$ cat config.mk
export PLATFORM = sky130hd
export DESIGN_NAME = edge_skew_monitor
export DESIGN_NICKNAME = d
export VERILOG_FILES = /design/src/rtl/edge_skew_pkg.sv /design/src/rtl/edge_sync.sv /design/src/rtl/edge_skew_monitor.sv
export SDC_FILE = /design/constraint.sdc
export NUM_CORES = 1
export LEC_CHECK = 0
export CORE_UTILIZATION = 55
export CTS_CLUSTER_DIAMETER = 50
export DETAILED_ROUTE_END_ITERATION = 10
export GPL_TIMING_DRIVEN = 0
export PLACE_DENSITY = 0.89
export SLEW_MARGIN = 20
export SYNTH_ARGS = -nofsm -noshare
export SYNTH_HDL_FRONTEND = slang
export SYNTH_SLANG_ARGS = --single-unit
$ cat constraint.sdc
create_clock -name clk -period 4 [get_ports clk]
set_input_delay 1.2 -clock clk [delete_from_list [all_inputs] [get_ports clk]]
set_output_delay 1.2 -clock clk [all_outputs]
set_load 0.005 [all_outputs]
$ cat src/rtl/edge_skew_pkg.sv
`default_nettype none
// ============================================================================
// Package  : edge_skew_pkg
// Purpose  : Shared FSM state encoding and width helpers for edge_skew_monitor.
// Revision : 1.0
// ============================================================================
package edge_skew_pkg;

    localparam int DEF_CNT_W = 8;

    typedef enum logic [1:0] {
        ST_IDLE   = 2'd0,
        ST_WAIT_A = 2'd1,
        ST_WAIT_B = 2'd2
    } state_t;

    // The sign bit sits on top of the unsigned counter range.
    function automatic int skew_w(input int cnt_w);
        return cnt_w + 1;
    endfunction

    localparam int DEF_SKEW_W = skew_w(DEF_CNT_W);

endpackage : edge_skew_pkg
`default_nettype wire

$ cat src/rtl/edge_sync.sv
`default_nettype none
// ============================================================================
// Module   : edge_sync
// Purpose  : Multi-flop synchronizer followed by a delay flop and rise detector.
// Revision : 1.0
// ============================================================================
module edge_sync #(
    parameter int SYNC_STAGES = 2
) (
    input  logic clk,
    input  logic rst,
    input  logic i_sig,
    output logic o_rise
);

    logic [SYNC_STAGES-1:0] sync_q;
    logic [SYNC_STAGES-1:0] sync_d;
    logic                   dly_q;
    logic                   dly_d;

    always_comb begin
        sync_d = {sync_q[SYNC_STAGES-2:0], i_sig};
        dly_d  = sync_q[SYNC_STAGES-1];
    end

    always_ff @(posedge clk) begin
        if (rst) begin
            sync_q <= '0;
            dly_q  <= 1'b0;
        end else begin
            sync_q <= sync_d;
            dly_q  <= dly_d;
        end
    end

    assign o_rise = sync_q[SYNC_STAGES-1] & ~dly_q;

endmodule : edge_sync
`default_nettype wire

$ cat src/rtl/edge_skew_monitor.sv
`default_nettype none
// ============================================================================
// Module   : edge_skew_monitor
// Purpose  : Measures cycle skew between rising edges of two async inputs and
//            flags pairs beyond MAX_SKEW or with a missing partner edge.
// Revision : 1.0
// ============================================================================
module edge_skew_monitor
    import edge_skew_pkg::*;
#(
    parameter int SYNC_STAGES = 2,
    parameter int CNT_W       = DEF_CNT_W,
    parameter int MAX_SKEW    = 2,
    parameter int TIMEOUT     = 16
) (
    input  logic             clk,
    input  logic             rst,
    input  logic             sig_a,
    input  logic             sig_b,
    input  logic             clr_cnt,
    output logic             skew_valid,
    output logic [CNT_W:0]   skew_value,
    output logic             skew_viol,
    output logic             timeout,
    output logic [CNT_W-1:0] viol_cnt
);

    localparam int               SKEW_W     = skew_w(CNT_W);
    localparam logic [CNT_W-1:0] TIMEOUT_C  = CNT_W'(TIMEOUT);
    localparam logic [CNT_W-1:0] CNT_ONE    = CNT_W'(1);
    localparam logic [CNT_W-1:0] CNT_MAX    = '1;
    localparam logic [SKEW_W-1:0] MAX_SKEW_C = SKEW_W'(MAX_SKEW);

    logic w_rise_a;
    logic w_rise_b;

    edge_sync #(.SYNC_STAGES(SYNC_STAGES)) u_sync_a (
        .clk    (clk),
        .rst    (rst),
        .i_sig  (sig_a),
        .o_rise (w_rise_a)
    );

    edge_sync #(.SYNC_STAGES(SYNC_STAGES)) u_sync_b (
        .clk    (clk),
        .rst    (rst),
        .i_sig  (sig_b),
        .o_rise (w_rise_b)
    );

    state_t            state_q, state_d;
    logic [CNT_W-1:0]  cnt_q, cnt_d;
    logic              skew_valid_q, skew_valid_d;
    logic [SKEW_W-1:0] skew_value_q, skew_value_d;
    logic              skew_viol_q, skew_viol_d;
    logic              timeout_q, timeout_d;
    logic [CNT_W-1:0]  viol_cnt_q, viol_cnt_d;

    logic              w_report;
    logic              w_neg;
    logic [CNT_W-1:0]  w_mag;
    logic              w_timeout;

    // State register
    always_ff @(posedge clk) begin
        if (rst) begin
            state_q      <= ST_IDLE;
            cnt_q        <= '0;
            skew_valid_q <= 1'b0;
            skew_value_q <= '0;
            skew_viol_q  <= 1'b0;
            timeout_q    <= 1'b0;
            viol_cnt_q   <= '0;
        end else begin
            state_q      <= state_d;
            cnt_q        <= cnt_d;
            skew_valid_q <= skew_valid_d;
            skew_value_q <= skew_value_d;
            skew_viol_q  <= skew_viol_d;
            timeout_q    <= timeout_d;
            viol_cnt_q   <= viol_cnt_d;
        end
    end

    // Next-state: a partner edge always wins over timeout or an orphan edge
    always_comb begin
        state_d   = state_q;
        cnt_d     = cnt_q;
        w_report  = 1'b0;
        w_neg     = 1'b0;
        w_mag     = '0;
        w_timeout = 1'b0;
        case (state_q)
            ST_IDLE: begin
                if (w_rise_a && w_rise_b) begin
                    w_report = 1'b1;
                end else if (w_rise_a) begin
                    state_d = ST_WAIT_B;
                    cnt_d   = CNT_ONE;
                end else if (w_rise_b) begin
                    state_d = ST_WAIT_A;
                    cnt_d   = CNT_ONE;
                end
            end
            ST_WAIT_B: begin
                if (w_rise_b) begin
                    w_report = 1'b1;
                    w_mag    = cnt_q;
                    state_d  = ST_IDLE;
                    cnt_d    = '0;
                end else if (cnt_q == TIMEOUT_C) begin
                    w_timeout = 1'b1;
                    state_d   = ST_IDLE;
                    cnt_d     = '0;
                end else if (w_rise_a) begin
                    w_timeout = 1'b1;
                    cnt_d     = CNT_ONE;
                end else begin
                    cnt_d = cnt_q + CNT_ONE;
                end
            end
            ST_WAIT_A: begin
                if (w_rise_a) begin
                    w_report = 1'b1;
                    w_neg    = 1'b1;
                    w_mag    = cnt_q;
                    state_d  = ST_IDLE;
                    cnt_d    = '0;
                end else if (cnt_q == TIMEOUT_C) begin
                    w_timeout = 1'b1;
                    state_d   = ST_IDLE;
                    cnt_d     = '0;
                end else if (w_rise_b) begin
                    w_timeout = 1'b1;
                    cnt_d     = CNT_ONE;
                end else begin
                    cnt_d = cnt_q + CNT_ONE;
                end
            end
            default: begin
                state_d = ST_IDLE;
                cnt_d   = '0;
            end
        endcase
    end

    // Output registers; viol_cnt counts the already-registered pulses
    always_comb begin
        skew_valid_d = w_report;
        skew_value_d = skew_value_q;
        skew_viol_d  = 1'b0;
        timeout_d    = w_timeout;
        viol_cnt_d   = viol_cnt_q;
        if (w_report) begin
            skew_value_d = w_neg ? (SKEW_W'(0) - {1'b0, w_mag}) : {1'b0, w_mag};
            skew_viol_d  = ({1'b0, w_mag} > MAX_SKEW_C);
        end
        if (clr_cnt) begin
            viol_cnt_d = '0;
        end else if ((skew_viol_q || timeout_q) && (viol_cnt_q != CNT_MAX)) begin
            viol_cnt_d = viol_cnt_q + CNT_ONE;
        end
    end

    assign skew_valid = skew_valid_q;
    assign skew_value = skew_value_q;
    assign skew_viol  = skew_viol_q;
    assign timeout    = timeout_q;
    assign viol_cnt   = viol_cnt_q;

endmodule : edge_skew_monitor
`default_nettype wire
After elaboration in Yosys (flattened, before gate mapping)
Cells that the tools add are included.
{ "word_totals": {"output_inout_bits": 20, "in_bits": 5, "register_bits": 36} }
{ "op_classes": {"add_sub_neg": 3, "eq_ne": 6, "bitwise": 5, "magnitude_cmp": 1, "n_reduce_logical": 7, "mux": 31} }
{ "op_table": {"columns": ["cell", "n"], "rows": [
  ["$mux W8", 11],
  ["$pmux W8 S3", 1],
  ["$add A8 B1 Y8 const B", 2],
  ["$pmux W8 S2", 1],
  ["$mux W2", 6],
  ["$mux W9", 1],
  ["$sub A1 B8 Y9 const A", 1],
  ["$eq A8 B5 Y1 const B", 1],
  ["$gt A8 B2 Y1 const B", 1],
  ["$mux W1", 8],
  ["$ne A8 B8 Y1 const B", 1],
  ["$pmux W2 S3", 1],
  ["$reduce_or A2 Y1", 2],
  ["$ne A3 B3 Y1 const B", 1],
  ["$not A1 Y1", 3],
  ["$pmux W1 S3", 1],
  ["$and A1 B1 Y1", 2],
  ["$eq A2 B1 Y1 const B", 1],
  ["$eq A2 B2 Y1 const B", 1],
  ["$logic_and A1 B1 Y1", 2],
  ["$logic_not A2 Y1", 1],
  ["$ne A2 B2 Y1 const B", 1],
  ["$pmux W1 S2", 1],
  ["$reduce_and A2 Y1", 1],
  ["$logic_or A1 B1 Y1", 1]
]} }

Logic depth before layout (Yosys ltp)
{ "logic_depth": {"depth_word": 7, "mapped_depth": 10} }

Cells and area by module
Synthesis repeated with hierarchy kept, for this count alone.
{ "hier_totals": {"hier_cells": 239, "area_unflattened_um2": 2092.0} }
{ "by_module_without_submodules": {"columns": ["mod", "area_per_inst_um2", "cells_each", "seq_area_each_um2", "n_inst"], "rows": [
  ["edge_skew_monitor", 1916.8, 225, 600.6, 1],
  ["edge_sync", 87.6, 7, 60.1, 2]
]} }

Least setup slack after synthesis
No wires, ideal clock.
{ "synth_timing": {"kind": "reg-to-reg", "from": "register state_q[1]", "to": "register skew_value_q[6] (netlist: skew_value[6])", "arrival_time_ns": 1.928, "setup_time_ns": 0.132, "synth_period_minus_slack_ns": 2.060, "n_path_buf": 0, "stages_incl_launch_ff": 11, "setup_slack_ns": 1.940, "cell_sequence": "dfxtp_1 inv_1 ha_1 nand3b_2 a21boi_0 nand2_1 ha_1 nand2_1 o21ai_0 a311oi_1 nor3_1"} }
{ "synth_between": {"elab_chain_cells": 4, "word_cells_on_any_way": 8, "cone_classes": "add/sub (1); eq/ne (2); mux (4); reduce/logical (1)"} }
{ "synth_lines": {"columns": ["element", "line_no", "rtl"], "rows": [
  ["start, declared", "edge_skew_monitor.sv:51", "state_t state_q, state_d;"],
  ["start signal, assigned", "edge_skew_monitor.sv:75", "state_q <= state_d;"],
  ["$eq A2 B1 Y1 or $eq A2 B2 Y1 (tied branches)", "edge_skew_monitor.sv:93", "case (state_q)"],
  ["$pmux W8 S2", "edge_skew_monitor.sv:93", null],
  ["$sub A1 B8 Y9", "edge_skew_monitor.sv:155", "skew_value_d = w_neg ? (SKEW_W'(0) - {1'b0, w_mag}) : {1'b0, w_mag};"],
  ["$mux W9", "edge_skew_monitor.sv:155", null],
  ["end signal, assigned", "edge_skew_monitor.sv:78", "skew_value_q <= skew_value_d;"],
  ["end, declared", "edge_skew_monitor.sv:54", "logic [SKEW_W-1:0] skew_value_q, skew_value_d;"]
]} }
Several ways; a longest one is shown, not always the timed one.
A chain may end at the register's enable or synchronous reset.

Final worst setup path
{ "layout_timing": {"from": "register viol_cnt_q[3] (netlist: viol_cnt[3])", "to": "output viol_cnt[3]"} }
{ "layout_rtl": {"columns": ["element", "line_no", "rtl"], "rows": [
  ["start, declared", "edge_skew_monitor.sv:57", "logic [CNT_W-1:0] viol_cnt_q, viol_cnt_d;"],
  ["start signal, assigned", "edge_skew_monitor.sv:81", "viol_cnt_q <= viol_cnt_d;"],
  ["end, declared", "edge_skew_monitor.sv:25", "output logic [CNT_W-1:0] viol_cnt"]
]} }
No word-level cell between the ends.

==> impl_results.md <==
* Clk Latency, worst-skew pair at about 0.36 ns
* Most instantiated library cell after synthesis: dfxtp_1
* Root buf cell: clkbuf_4
* Commonest cells in the netlist: 36 x dfxtp_1, 23 x nor2_1, 14 x a21oi_1, 14 x nand2_1
* CP max FO at 7
* Fin Hold WS at 0.447 ns
* Critical Path Sink Type: primary output
* Top Metal Used: met4
* Startpoint Class: register
* Cell taking the most area after synthesis: dfxtp_1
* Pwr dens at 310 nW/um2
* GP Congestion at roughly 0.84
* Routed WL per cell at 13.3 um
* Mapped Avg Cell Area at 8.95 um2
* Hold_buf cts at 0
* Final Util at 0.704
* Hold Startpoint: u_sync_b.sync_q[0]
* Vias in the first global route at 1,530
* Setup Fix Bufs, Post-CTS at 0
* R2r setup slk at approximately 1.5 ns
* Die area at just under 4000 um2
* Fill count at roughly 270
* Hold Vio Cnt, Final at 0
* Reg2reg path depth at 10
* Core Rows at 21
* Crit-path cells: clkdlybuf4s50_1
* Clock Path Buffers at 2
* Num CTS Buffers at 5
* Cell Area, Placed at 2310 um2
* DRT iter0 DRCs at between 90 and 100
* Initial antenna violation count at 0
* F_max at 0.391 GHz
* GRT overflow at 0
* Core ar. at approximately 3400 um2
* Total track usage at 0.225
* Final Power at 0.745 mW
* Fin Setup TNS at 0 ns
* TritonCTS clock tree: yes
* Most common flop cell mapped by yosys: dfxtp_1
* Final Setup Violations at 0
* Sequential fraction of the synthesis area at 0.358
* Peak VDD IR at approximately 230 uV
* Die Wd at 62.5 um
* DP HPWL at slightly below 3000 um
* Post-route cell area at 2410 um2
* Status: complete, no violations
* Post-synthesis net count at 239
* Hold Path Stages at 1
* Yosys reg bits at 36
* 1st-pass router iterations at 4
* Share of synthesized registers carrying an async set or reset at 0
* WP data arrival at approximately 1.4 ns
* I/O pin count at 25
* Slew HR at 0.571
* Pleak at 0.859 nW
* Synth unique cells at 57
* Nets at 270
* DRC violations left at 0
* Largest cells by area after synthesis: dfxtp_1 36%, ha_1 5.6%, nor2_1 4.3%
* Layout cells sized above 1 at 0.128
* Area of the multi-input gates at 1160 um2
* Slowest-stage cell, CP: clkdlybuf4s50_1
* Buf/Inv on CP at 1
* First-pass GRT wire length at ~6900 um
* # diodes at 0
* RSZ-0062 raised after global routing: false
* IO buf count at 24
* Storage cell area at about 720 um2
* Mapped Cells at between 200 and 250
* # H-tree levels at 2
* CTS resizes at 0
* Met2 wire len at roughly 1900 um
* Crit Path Class: register to primary output
* Slew @ Worst Pin at about 0.64 ns
* Pins Over Slew Limit at 0
* Routed wire length at 4030 um
* DR vias at ~1,700
* Synth warn at 0
* R2R Path Start: state_q[1]
* Area Growth Syn to Fin at 19.5%
* RR Endpoint: skew_value[6]
* WHS Endpoint: u_sync_b.sync_q[1]
* Starting Density at 0.589
* Crit path largest cell delay at roughly 0.54 ns
* Min Clock Period, post-route at roughly 2.6 ns
* Pin count of the biggest net entering global routing at 12
* Max Cap Violations at 0
* Post-route ant nets at 0
* Post-synth top area share at 0.358
* Clk sink count at 36
* Worst path required time at between 2 and 3 ns
* Skew final at between 0.005 and 0.006 ns
* Mapped Area at a little over 2000 um2
* EDFF count, synth at 0
* Period utilization at 0.639
* HP Class: register to register
* CTS clk-pin slew, worst paths at 0.10 ns
* Via density per instance at between 5 and 6
* Crit path max-delay family: buffers and inverters
* Met1 wire length at roughly 1900 um
* Met3 WL post-DR at ~160 um
* Die height at roughly 63 um
## state kept, by name, summed over array words and instances, names as in the netlist
| register | flops |
|---|---|
| u_sync_b.dly_q | 1 |
| u_sync_a.dly_q | 1 |
| skew_valid | 1 |
| u_sync_b.sync_q | 2 |
| skew_value | 9 |
| viol_cnt | 8 |
| u_sync_a.sync_q | 2 |
| state_q | 2 |
| timeout | 1 |
| cnt_q | 8 |
| skew_viol | 1 |
## metrics by stage
step                      setup WS, ns  instances
after floorplan                   1.94        225
after global placement            1.47        295
after detailed placement          1.45        295
after CTS                         1.44        303
after global routing              1.25        303
final                             1.44        303
## where the power goes
part,internal (mW),switching [mW],leakage (nW)
logic,0.0360,0.0495,0.516
clock network,0.166,0.123,0.0515
registers,0.366,0.00480,0.292
## cell type report
type,instances,area share
well taps,46,0.0239
flip-flops and latches,36,0.300
inverters,6,0.00936
clock buffers,7,0.0270
repair buffers,24,0.0998
clock inverters,1,0.0125
plain buffers,15,0.0447
multi-input cells,168,0.483
## worst max-delay path by stage
stage                            from       endpoint  slack (ns)  cells after the start
final                     viol_cnt[3]    viol_cnt[3]        1.44                      1
after global routing       state_q[0]  skew_value[6]        1.25                      9
after CTS                 viol_cnt[3]    viol_cnt[3]        1.44                      1
after detailed placement          rst      skew_viol        1.45                      4
after global placement            rst      skew_viol        1.47                      4
after floorplan            state_q[1]  skew_value[6]        1.94                     10
## cell families (layout without fill, tap and decap cells)
| kind of cell | Yosys count | in the layout | share of synthesized area |
|---|---|---|---|
| muxes | 1 | 1 | 0.00497 |
| AOI/OAI and AO/OA | 53 | 53 | 0.189 |
| adders and majority gates | 9 | 9 | 0.0559 |
| and+or+nand+nor | 94 | 94 | 0.270 |
| xor gates and xnor gates | 11 | 11 | 0.0572 |
| buffers and inverters | 21 | 53 | 0.0646 |
| DFF | 36 | 36 | 0.358 |
## layer usage
| layer | global-route usage | vias up |
|---|---|---|
| met2 | 0.352 | 43 |
| met5 | 0 | - |
| li1 | - | 876 |
| met1 | 0.281 | 787 |
| met3 | 0.0456 | 9 |
| met4 | 0.145 | 0 |
## cells in the final DEF, fill, tap and decap left out, drive strengths merged, types with 3 or more instances in the layout
cell           synthesis  routed
a211oi                 5       5
a21o                   5       5
a21oi                 14      14
a311oi                 3       3
a31oi                  3       3
and3                   3       3
buf                    5       5
clkbuf                10      17
clkdlybuf4s50          0      24
dfxtp                 36      36
ha                     9       9
inv                    6       6
nand2                 14      14
nand3                  9       9
nand3b                 4       4
nand4                  3       3
nor2                  23      23
nor2b                  8       8
nor3                   9       9
nor4                   4       4
o211ai                 4       4
o21ai                  5       5
or2                    5       5
or2b                   3       3
xnor2                  9       9
## worst register-to-register path: stages, from the launching register on
cell and delay, ns:
dfxtp_1 0.37, inv_1 0.09, ha_1 0.24, nand3b_2 0.22, a21boi_0 0.43, nand2_1 0.17, ha_1 0.29, nand2_1 0.11
o21ai_0 0.09, a311oi_1 0.27, nor3_1 0.08
No activity file was read; power rests on OpenSTA's default activity.
